===== src/rtl/nand_behavioral_unit.sv =====
// Bitwise 2-input NAND with a zero-latency combinational output, plus a
// registered copy of the result and a saturating count of all-zero cycles.
module nand_behavioral_unit #(
    parameter int WIDTH = 1,
    parameter int CNT_W = 8
) (
    output logic [WIDTH-1:0] Y,
    input  logic [WIDTH-1:0] A,
    input  logic [WIDTH-1:0] B,
    input  logic             clk,
    input  logic             rst,
    output logic [WIDTH-1:0] y_q,
    output logic [CNT_W-1:0] low_cnt
);

    logic [WIDTH-1:0] y_reg_q;
    logic [WIDTH-1:0] y_reg_d;
    logic [CNT_W-1:0] low_cnt_q;
    logic [CNT_W-1:0] low_cnt_d;
    logic             y_all_zero;
    logic             cnt_at_max;

    // Plain continuous assignment so X/Z propagate with native & and ~ semantics.
    assign Y = ~(A & B);

    assign y_all_zero = (Y == '0);
    assign cnt_at_max = (low_cnt_q == '1);

    always_comb begin
        y_reg_d   = Y;
        low_cnt_d = low_cnt_q;
        // An unknown Y makes the compare non-true, so the counter holds.
        if (y_all_zero && !cnt_at_max) begin
            low_cnt_d = low_cnt_q + 1'b1;
        end
    end

    // Reset value of the register is the NAND of 0,0.
    always_ff @(posedge clk or posedge rst) begin
        if (rst) begin
            y_reg_q   <= '1;
            low_cnt_q <= '0;
        end else begin
            y_reg_q   <= y_reg_d;
            low_cnt_q <= low_cnt_d;
        end
    end

    assign y_q     = y_reg_q;
    assign low_cnt = low_cnt_q;

endmodule


===== config.mk =====
export PLATFORM = sky130hd
export DESIGN_NAME = nand_behavioral_unit
export DESIGN_NICKNAME = d
export VERILOG_FILES = /design/src/rtl/nand_behavioral_unit.sv
export SDC_FILE = /design/constraint.sdc
export NUM_CORES = 1
export LEC_CHECK = 0
export CAP_MARGIN = 20
export CORE_MARGIN = 4
export CORE_UTILIZATION = 33
export CTS_CLUSTER_DIAMETER = 50
export DETAILED_ROUTE_END_ITERATION = 10
export MAX_ROUTING_LAYER = met4
export PLACE_DENSITY = 0.66
export RECOVER_POWER = 25
export SLEW_MARGIN = 20
export SYNTH_ARGS = -nofsm -noshare
export SYNTH_HDL_FRONTEND = slang
export SYNTH_SLANG_ARGS = --single-unit
export TNS_END_PERCENT = 20

===== constraint.sdc =====
create_clock -name clk -period 1.45 [get_ports clk]
set_input_delay 0.29 -clock clk [delete_from_list [all_inputs] [get_ports clk]]
set_output_delay 0.29 -clock clk [all_outputs]
set_load 0.005 [all_outputs]

==> reports/results.md, run 1 <==
| Result | This run |
|---|---|
| Data arrival time at the worst-slack endpoint | 1.11 ns |
| Post-place instance area | 617 sq um |
| Setup-violating endpoint count in the final report | 0 |
| Net count reported at finish | 65 |
| Fillers | 118 |
| Fin worst setup slack | 0.0529 ns |
| Final design utilization | 0.553 |
| Synthesis warning total | 0 |
| Final hold viol count | 0 |
| Pin slew with the least headroom to its limit | 0.365 ns |
| Clock transition at the registers of the reported paths | 0.06 ns |
| Cts hold-fix bufs | 0 |
| Post-route minimum period | 1.40 ns |
| Number of placement rows | 12 |
| Post-Synthesis Net Count | 42 |
| Maximum Capacitance Violations | 0 |
| Largest delay contributor family on the critical path | buffers and inverters |
| Minimum setup slack after placement | -0.219 ns |
| Core Region | 0.00119 sq mm |
| Clock tree from TritonCTS | built |
| Final Wtd Congestion | 0.723 |
| Pin count of the biggest net entering global routing | 10 |
| Number of DRC markers in iteration 0 | 4 |
| Horizontal extent of the die | 44.8 microns |
| Cell taking the most area after synthesis | sky130_fd_sc_hd__dfrtp_1 |
| Post-synthesis cell type count | 23 |
| ANT cells | 0 |
| Class of the worst hold path | in -> async |
| CP Data Required Time | 1.16 ns |
| Overflow left after global routing | 0 |
| Sum of routed wire length over all layers | 926 microns |
| Worst reg2reg path endpoint | low_cnt[1]$_DFFE_PP0P_ |
| Total number of H-tree levels | 1 |
| Critical path startpoint category | flip-flop |
| Xor/xnor cell area share of the yosys netlist | 0.0980 |
| Combined area of the multi-input logic cells | 215 sq um |
| Result of the run | completed |
| Synthesized-area fraction occupied by adder cells | 0.0280 |
| Unrepaired setup endpoints after global routing | false |
| Overall via count from detail_route | 370 |
| Post-route standard cell area excluding fillers | 656 sq um |
| Achievable clock frequency | 716 MHz |
| Register-to-register setup slack | 0.12 ns |
| Number of cells traversed by the worst register-to-register path | 4 |
| Portion of the clock cycle consumed by the worst path in the final layout | 0.964 |
| Total Die Area | 0.00201 sq mm |
| Worst hold margin | 0.429 ns |
| Synthesized instance count | 37 |
| Worst R2R Start | low_cnt[1]$_DFFE_PP0P_ |
| Post-synthesis simple-gate area fraction | 0.188 |
| CP cell instances | clkdlybuf4s50_1 |
| Compound-Gate Fraction of Synth Area | 0.112 |
| Crit end category | output port |
| Number of global-route vias before repair | 409 |
| Number of buffer and inverter stages on the critical path | 1 |
| WL/cell | 12.7 microns |
| Num CTS Buffers | 3 |
| Remaining antenna violation count after routing | 0 |
| Count of TritonRoute iterations in the first routing pass | 3 |
| Clock sink count | 9 |
| Hpwl dp | 699 microns |
| Largest stage delay, worst path | 0.50 ns |
| Dominant cells by area after synthesis | sky130_fd_sc_hd__dfrtp_1 (45%), sky130_fd_sc_hd__xnor2_1 (7.8%), sky130_fd_sc_hd__dfstp_2 (5.9%), sky130_fd_sc_hd__o211ai_1 (3.4%), sky130_fd_sc_hd__a211oi_2 (2.8%) |
| P per Cell Area | 1540 mW/mm^2 |
| Fraction of synthesized area in multiplexers | 0.0504 |
| Root buf cell | sky130_fd_sc_hd__clkbuf_4 |
| Share of cells above drive strength 1 | 0.339 |
| Per-cell via count in the routed design | 5.07 |
| Antenna violations before repair | 0 |
| Area growth syn-to-layout | 46.8% |
| Path type of the worst setup path | reg -> out |
| Synth top area share | 0.448 |
| Clk buf depth | 2 |
| Dominant combinational cell family by area after synthesis | simple AND/OR/NAND/NOR gates |
| Post-synthesis instance area | 447 sq um |
| Share of synthesized area occupied by flip-flops and latches | 0.507 |
| Worst Path Max Fanout | 2 |
| Most common cell after layout, fill and taps aside | sky130_fd_sc_hd__dlygate4sd2_1 |
| Register bit count reported by yosys | 9 |
| Global-route wire length before repair | 1710 microns |
| Input/output buffers | 13 |
| Worst-skew pair later-pin latency | 0.26 ns |
| Leakage power | 0.301 nW |
| Total number of cells along the worst setup path | 1 |
| Combined global-route utilization of all metal layers | 0.125 |
| Endpoint of the worst setup timing path | low_cnt[3] |
| I/O pins | 14 |
| Setup crit start | low_cnt[3]$_DFFE_PP0P_ |
| Sequential standard cell area | 231 sq um |
| Critical-path top delay cell | sky130_fd_sc_hd__clkdlybuf4s50_1 |
| IR Drop Worst-Case VDD | 0.000896 V |
| Initial cell density of the core | 0.377 |
| Post-route DRC violation count | 0 |
| Count of final max-slew check failures | 0 |
| Relative slew slack | 0.757 |
| Average size of a mapped cell | 12.1 sq um |
| Die H | 44.8 microns |
| Worst Clk Skew | 0.00343 ns |
-- power by group --
group	total (mW)	switching (mW)	leakage, nW	internal (mW)
Clock	0.195	0.0891	0.0150	0.106
Combinational	0.376	0.154	0.179	0.222
Sequential	0.440	0.0945	0.107	0.346
-- how the worst min path moves through the flow --
stage / to / slack [ns] / startpoint / cells past startpoint
floorplan: low_cnt[0]$_DFFE_PP0P_ / 0.12 / rst / 1
global placement: low_cnt[1]$_DFFE_PP0P_ / 0.52 / low_cnt[1]$_DFFE_PP0P_ / 1
detailed placement: low_cnt[1]$_DFFE_PP0P_ / 0.54 / low_cnt[1]$_DFFE_PP0P_ / 1
CTS: low_cnt[5]$_DFFE_PP0P_ / 0.29 / rst / 2
global route: low_cnt[1]$_DFFE_PP0P_ / 0.44 / rst / 2
finish: low_cnt[6]$_DFFE_PP0P_ / 0.43 / rst / 2
-- sequential cells by signal, indices dropped and copies added (netlist names) --
| signal | count |
|---|---|
| y_q | 1 |
| low_cnt | 8 |
-- worst reg2reg max path: stages (launching register included) --
cell and delay [ns]:
sky130_fd_sc_hd__dfrtp_1 0.38, sky130_fd_sc_hd__ha_2 0.22, sky130_fd_sc_hd__nand3_2 0.12, sky130_fd_sc_hd__o21bai_2 0.16, sky130_fd_sc_hd__mux2_1 0.33
-- routing by layer --
| layer | GRT usage | vias to the layer above | share of wire | routed length [microns] |
|---|---|---|---|---|
| met5 | - | - | 0 | 0 |
| met1 | 0.134 | 180 | 0.43 | 402 |
| met2 | 0.198 | 8 | 0.50 | 466 |
| met4 | 0.0351 | 0 | 0.012 | 11 |
| met3 | 0.0717 | 2 | 0.050 | 46 |
| li1 | - | 180 | - | - |
-- synth_stat cells --
| cell | n |
|---|---|
| sky130_fd_sc_hd__a211oi_2 | 1 |
| sky130_fd_sc_hd__a21oi_1 | 1 |
| sky130_fd_sc_hd__a31oi_1 | 1 |
| sky130_fd_sc_hd__and3_1 | 1 |
| sky130_fd_sc_hd__and4_1 | 1 |
| sky130_fd_sc_hd__and4_4 | 1 |
| sky130_fd_sc_hd__dfrtp_1 | 8 |
| sky130_fd_sc_hd__dfstp_2 | 1 |
| sky130_fd_sc_hd__ha_1 | 1 |
| sky130_fd_sc_hd__inv_1 | 2 |
| sky130_fd_sc_hd__mux2_1 | 1 |
| sky130_fd_sc_hd__mux2_2 | 1 |
| sky130_fd_sc_hd__nand2_1 | 1 |
| sky130_fd_sc_hd__nand2b_1 | 1 |
| sky130_fd_sc_hd__nand3_1 | 1 |
| sky130_fd_sc_hd__nand3_2 | 1 |
| sky130_fd_sc_hd__nand4_1 | 2 |
| sky130_fd_sc_hd__nand4_2 | 1 |
| sky130_fd_sc_hd__nor2_1 | 2 |
| sky130_fd_sc_hd__o211ai_1 | 2 |
| sky130_fd_sc_hd__o21bai_2 | 1 |
| sky130_fd_sc_hd__xnor2_1 | 4 |
| sky130_fd_sc_hd__xor2_1 | 1 |
-- kinds of logic after synthesis --
kind of cell / count (synthesis)
AOI/OAI and AO/OA: 6
and+or+nand+nor: 12
DFF: 9
muxes: 2
buffers and inverters: 2
adders and majority gates: 1
xor gates and xnor gates: 5
-- cell type report --
class	instances	area share
flip-flops and latches	9	0.353
inverters	2	0.0115
clock buffers	4	0.0401
multi-input cells	26	0.328
well taps	14	0.0267
repair buffers	18	0.240
-- through the flow --
stage	TNS (ns)	instances	power, mW
finish	0	73	1.01
floorplan	0	37	0.591
detailed placement	-0.619	67	0.844
global placement	-0.463	67	0.833
CTS	0	73	1.03
global route	0	73	1.11
-- what timing repair did --
item,4_1_cts,5_1_grt
pin swaps,1,0
buffers inserted,2,0
setup endpoints to repair,10,2
gates resized for setup,14,2
endpoints found under the hold margin,0,0
Note: power is estimated with default switching activity, not from simulation.
==> inputs of run 2 (changes only) <==
- CTS_BUF_LIST: default -> sky130_fd_sc_hd__clkbuf_4 sky130_fd_sc_hd__clkbuf_8
==> reports/results.md, run 2 (same netlist as run 1, synthesis figures left out) <==
| Result | This run |
|---|---|
| Result of the run | completed |
| Number of buffer and inverter stages on the critical path | 1 |
| Combined global-route utilization of all metal layers | 0.125 |
| Class of the worst hold path | in -> async |
| Root buf cell | sky130_fd_sc_hd__clkbuf_4 |
| Pin slew with the least headroom to its limit | 0.365 ns |
| Area growth syn-to-layout | 47.6% |
| Net count reported at finish | 65 |
| Overall via count from detail_route | 370 |
| Antenna violations before repair | 0 |
| Register-to-register setup slack | 0.12 ns |
| Horizontal extent of the die | 44.8 microns |
| IR Drop Worst-Case VDD | 0.000898 V |
| Clock sink count | 9 |
| Path type of the worst setup path | reg -> out |
| Crit end category | output port |
| Commonest cells after routing, fill and taps aside | sky130_fd_sc_hd__dlygate4sd2_1 (10), sky130_fd_sc_hd__clkbuf_4 (5) |
| Final design utilization | 0.556 |
| Count of TritonRoute iterations in the first routing pass | 3 |
| Clock transition at the registers of the reported paths | 0.06 ns |
| WL/cell | 12.7 microns |
| Final Wtd Congestion | 0.723 |
| Setup-violating endpoint count in the final report | 0 |
| CP cell instances | clkdlybuf4s50_1 |
| ANT cells | 0 |
| Power after layout | 1.03 mW |
| Clk buf depth | 2 |
| Most common cell after layout, fill and taps aside | sky130_fd_sc_hd__dlygate4sd2_1 |
| Portion of the clock cycle consumed by the worst path in the final layout | 0.964 |
| Post-route standard cell area excluding fillers | 659 sq um |
| Number of placement rows | 12 |
| Hpwl dp | 699 microns |
| Critical-path top delay cell | sky130_fd_sc_hd__clkdlybuf4s50_1 |
| Total placed cells including tap cells | 67 |
| Worst Path Max Fanout | 2 |
| Core Region | 0.00119 sq mm |
| Data arrival time at the worst-slack endpoint | 1.11 ns |
| Number of global-route vias before repair | 409 |
| Final hold viol count | 0 |
| Post-place instance area | 617 sq um |
| Leakage power | 0.304 nW |
| Unrepaired setup endpoints after global routing | false |
| Die H | 44.8 microns |
| Relative slew slack | 0.757 |
| Worst-skew pair later-pin latency | 0.26 ns |
| Post-route DRC violation count | 0 |
| Global-route wire length before repair | 1710 microns |
| Largest stage delay, worst path | 0.50 ns |
| Num CTS Buffers | 3 |
| Post-route minimum period | 1.40 ns |
| Total number of H-tree levels | 1 |
| Remaining antenna violation count after routing | 0 |
| Maximum Capacitance Violations | 0 |
| Largest register FFs | 8 |
| Input/output buffers | 13 |
| Clock tree from TritonCTS | built |
| Critical path startpoint category | flip-flop |
| I/O pins | 14 |
| Number of cells traversed by the worst register-to-register path | 4 |
| Worst reg2reg path endpoint | low_cnt[1]$_DFFE_PP0P_ |
| Number of DRC markers in iteration 0 | 4 |
| Achievable clock frequency | 716 MHz |
| Total Die Area | 0.00201 sq mm |
| Worst Clk Skew | 0.00319 ns |
| Final Non-Filler Cells | 73 |
| Per-cell via count in the routed design | 5.07 |
| Count of final max-slew check failures | 0 |
| P per Cell Area | 1560 mW/mm^2 |
| Setup crit start | low_cnt[3]$_DFFE_PP0P_ |
| Pin count of the biggest net entering global routing | 10 |
| CP Data Required Time | 1.16 ns |
| Share of cells above drive strength 1 | 0.356 |
| Initial cell density of the core | 0.377 |
| Largest delay contributor family on the critical path | buffers and inverters |
| Overflow left after global routing | 0 |
| Setup TNS after final layout | 0 ns |
| Worst R2R Start | low_cnt[1]$_DFFE_PP0P_ |
| Sum of routed wire length over all layers | 925 microns |
[run 2: routing by layer]
layer,global-route usage,up-vias,share of wire
li1,-,180,-
met1,0.134,180,0.43
met2,0.198,8,0.50
met3,0.0717,2,0.050
met4,0.0351,0,0.012
met5,-,-,0
[run 2: repair_timing]
action                     in CTS  in global routing
setup buffers                   2                  0
gates resized for setup        14                  2
setup endpoints to repair      10                  2
pin swaps                       1                  0
hold buffers                    0                  0
[run 2: area by class of cell]
| cell class | instances | area [sq um] |
|---|---|---|
| fill | 117 | 527 |
| sequential | 9 | 231 |
| multi-input combinational | 26 | 215 |
| timing repair buffer | 18 | 158 |
| clock buffer | 4 | 30.0 |
| tap | 14 | 17.5 |
| inverter | 2 | 7.51 |
[run 2: report_power, final]
| part | total [mW] | leakage, nW | internal [mW] | switching [mW] |
|---|---|---|---|---|
| Combinational | 0.376 | 0.179 | 0.222 | 0.154 |
| Sequential | 0.440 | 0.107 | 0.346 | 0.0945 |
| Clock | 0.214 | 0.0184 | 0.125 | 0.0889 |
[run 2: through the flow]
stage / hold slack, ns / worst slack, ns
after global placement: 0.524 / -0.200
after floorplan: 0.117 / 0.143
after detailed placement: 0.543 / -0.219
after CTS: 0.290 / 0.0116
after global routing: 0.440 / 0.00881
final: 0.429 / 0.0529
[run 2: how the worst max path moves through the flow]
stage | slack (ns) | cells past startpoint | endpoint
4_1_cts | 0.01 | 3 | Y
3_5_place_dp | -0.22 | 3 | Y
3_3_place_gp | -0.20 | 3 | Y
2_1_floorplan | 0.14 | 4 | low_cnt[6]$_DFFE_PP0P_
5_1_grt | 0.009 | 1 | low_cnt[3]
6_report | 0.05 | 1 | low_cnt[3]
==> inputs of run 3 (changes only) <==
- CORE_MARGIN: 4 -> 2
==> reports/results.md, run 3 (same netlist as run 1, synthesis figures left out) <==
| Result | This run |
|---|---|
| CP Data Required Time | 1.16 ns |
| Count of TritonRoute iterations in the first routing pass | 4 |
| Antenna violations before repair | 0 |
| Most common cell after layout, fill and taps aside | sky130_fd_sc_hd__dlygate4sd2_1 |
| Net count reported at finish | 69 |
| Final hold viol count | 0 |
| WL/cell | 11.7 microns |
| Clock transition at the registers of the reported paths | 0.06 ns |
| Clk buf depth | 2 |
| Sum of routed wire length over all layers | 909 microns |
| Net Sw Frac | 0.322 |
| Post-route standard cell area excluding fillers | 697 sq um |
| Fillers | 124 |
| Number of DRC markers in iteration 0 | 6 |
| Combinational Power Share | 0.402 |
| Cts hold-fix bufs | 0 |
| Num CTS Buffers | 3 |
| Area growth syn-to-layout | 56.0% |
| Setup crit start | low_cnt[2]$_DFFE_PP0P_ |
| Largest delay contributor family on the critical path | buffers and inverters |
| Remaining antenna violation count after routing | 0 |
| Initial cell density of the core | 0.348 |
| Portion of the clock cycle consumed by the worst path in the final layout | 0.957 |
| Clock share of power | 0.198 |
| Hpwl dp | 692 microns |
| Largest stage delay, worst path | 0.49 ns |
| Pin slew with the least headroom to its limit | 0.351 ns |
| Relative slew slack | 0.766 |
| Achievable clock frequency | 721 MHz |
| Global-route wire length before repair | 1590 microns |
| Setup-violating endpoint count in the final report | 0 |
| Number of placement rows | 13 |
| Die H | 40.8 microns |
| Largest register FFs | 8 |
| Total placed cells including tap cells | 71 |
| Final Non-Filler Cells | 78 |
| Count of final max-slew check failures | 0 |
| Result of the run | completed |
| Share of cells above drive strength 1 | 0.381 |
| Commonest cells after routing, fill and taps aside | sky130_fd_sc_hd__dlygate4sd2_1 (9), sky130_fd_sc_hd__buf_4 (8), sky130_fd_sc_hd__dfrtp_1 (5), sky130_fd_sc_hd__xnor2_1 (4), sky130_fd_sc_hd__clkbuf_4 (4) |
| Combined area of the multi-input logic cells | 215 sq um |
| Worst Clk Skew | 0.00159 ns |
| Portion of total power attributed to sequential cells | 0.401 |
| Post-place instance area | 641 sq um |
| Data arrival time at the worst-slack endpoint | 1.10 ns |
| Number of buffer and inverter stages on the critical path | 1 |
| Worst-skew pair later-pin latency | 0.26 ns |
| Sequential standard cell area | 230 sq um |
| Combined global-route utilization of all metal layers | 0.156 |
| Path type of the worst setup path | reg -> out |
| Internal power component | 0.727 mW |
| Overflow left after global routing | 0 |
| Worst Path Max Fanout | 2 |
| Total number of cells along the worst setup path | 1 |
| Total Die Area | 0.00166 sq mm |
| I/O pins | 14 |
| Number of global-route vias before repair | 364 |
| Input/output buffers | 13 |
| Core Region | 0.00128 sq mm |
| Per-cell via count in the routed design | 4.99 |
| Clock sink count | 9 |
| P per Cell Area | 1540 mW/mm^2 |
| Critical path startpoint category | flip-flop |
| Final Wtd Congestion | 0.750 |
| Critical-path top delay cell | sky130_fd_sc_hd__clkdlybuf4s50_1 |
| ANT cells | 0 |
| Total number of H-tree levels | 1 |
| IR Drop Worst-Case VDD | 0.000983 V |
| CP cell instances | clkdlybuf4s50_1 |
| Unrepaired setup endpoints after global routing | false |
| Overall via count from detail_route | 389 |
| Final design utilization | 0.542 |
| Number of cells traversed by the worst register-to-register path | 4 |
| Horizontal extent of the die | 40.8 microns |
| Worst R2R Start | low_cnt[1]$_DFFE_PP0P_ |
| Net load switching power | 0.345 mW |
| Crit end category | output port |
| Clock tree from TritonCTS | built |
| Leakage power | 0.339 nW |
| Maximum Capacitance Violations | 0 |
| Root buf cell | sky130_fd_sc_hd__clkbuf_4 |
| Post-route DRC violation count | 0 |
| Post-route minimum period | 1.39 ns |
| Class of the worst hold path | in -> async |
| Pin count of the biggest net entering global routing | 10 |
run 3: cell count changes in the layout (fill, tap and decap cells not counted), sizes merged:
cell,delta
buf,+5
clkbuf,-1
dlygate4sd2,-1
dlymetal6s2s,+1
run 3: metrics by stage:
stage          total power, mW  setup slack [ns]  hold WS [ns]  TNS [ns]
6_report                  1.07            0.0631         0.430         0
5_1_grt                   1.16            0.0215         0.474         0
4_1_cts                   1.07           -0.0556         0.302   -0.0556
3_5_place_dp             0.851            -0.210         0.540    -0.816
3_3_place_gp             0.840            -0.191         0.541    -0.674
2_1_floorplan            0.591             0.143         0.117         0
run 3: repair_timing:
item / in CTS / in global routing
resized for setup: 13 / 3
setup endpoints to repair: 10 / 4
pin swaps: 1 / 0
buffers inserted: 2 / 1
run 3: area by class of cell:
type,count,area share
Clock buffer,4,0.0431
Inverter,2,0.0108
Multi-Input combinational cell,26,0.309
Sequential cell,9,0.330
Tap cell,15,0.0269
Timing Repair Buffer,22,0.280
run 3: layer usage:
metal	up-vias	routed length, microns	track usage
met5	-	0	-
li1	191	-	-
met4	0	8	0.125
met1	182	394	0.195
met3	2	58	0.0326
met2	14	448	0.215
run 3: final timing paths:
check                                    endpoint  slack, ns
min reg2reg                low_cnt[4]$_DFFE_PP0P_       0.53
min                        low_cnt[6]$_DFFE_PP0P_       0.43
min in group clk                    y_q$_DFF_PP1_       0.49
max                                    low_cnt[2]       0.06
max in group asynchronous           y_q$_DFF_PP1_       0.72
max reg2reg                low_cnt[1]$_DFFE_PP0P_       0.12
run 3: power by group through the flow:
stage                     clock network, mW  registers, mW  logic [mW]
after global placement                    0          0.466       0.374
after CTS                             0.220          0.453       0.399
after global routing                  0.231          0.439       0.489
after floorplan                           0          0.459       0.132
after detailed placement                  0          0.470       0.381
final                                 0.212          0.429       0.430
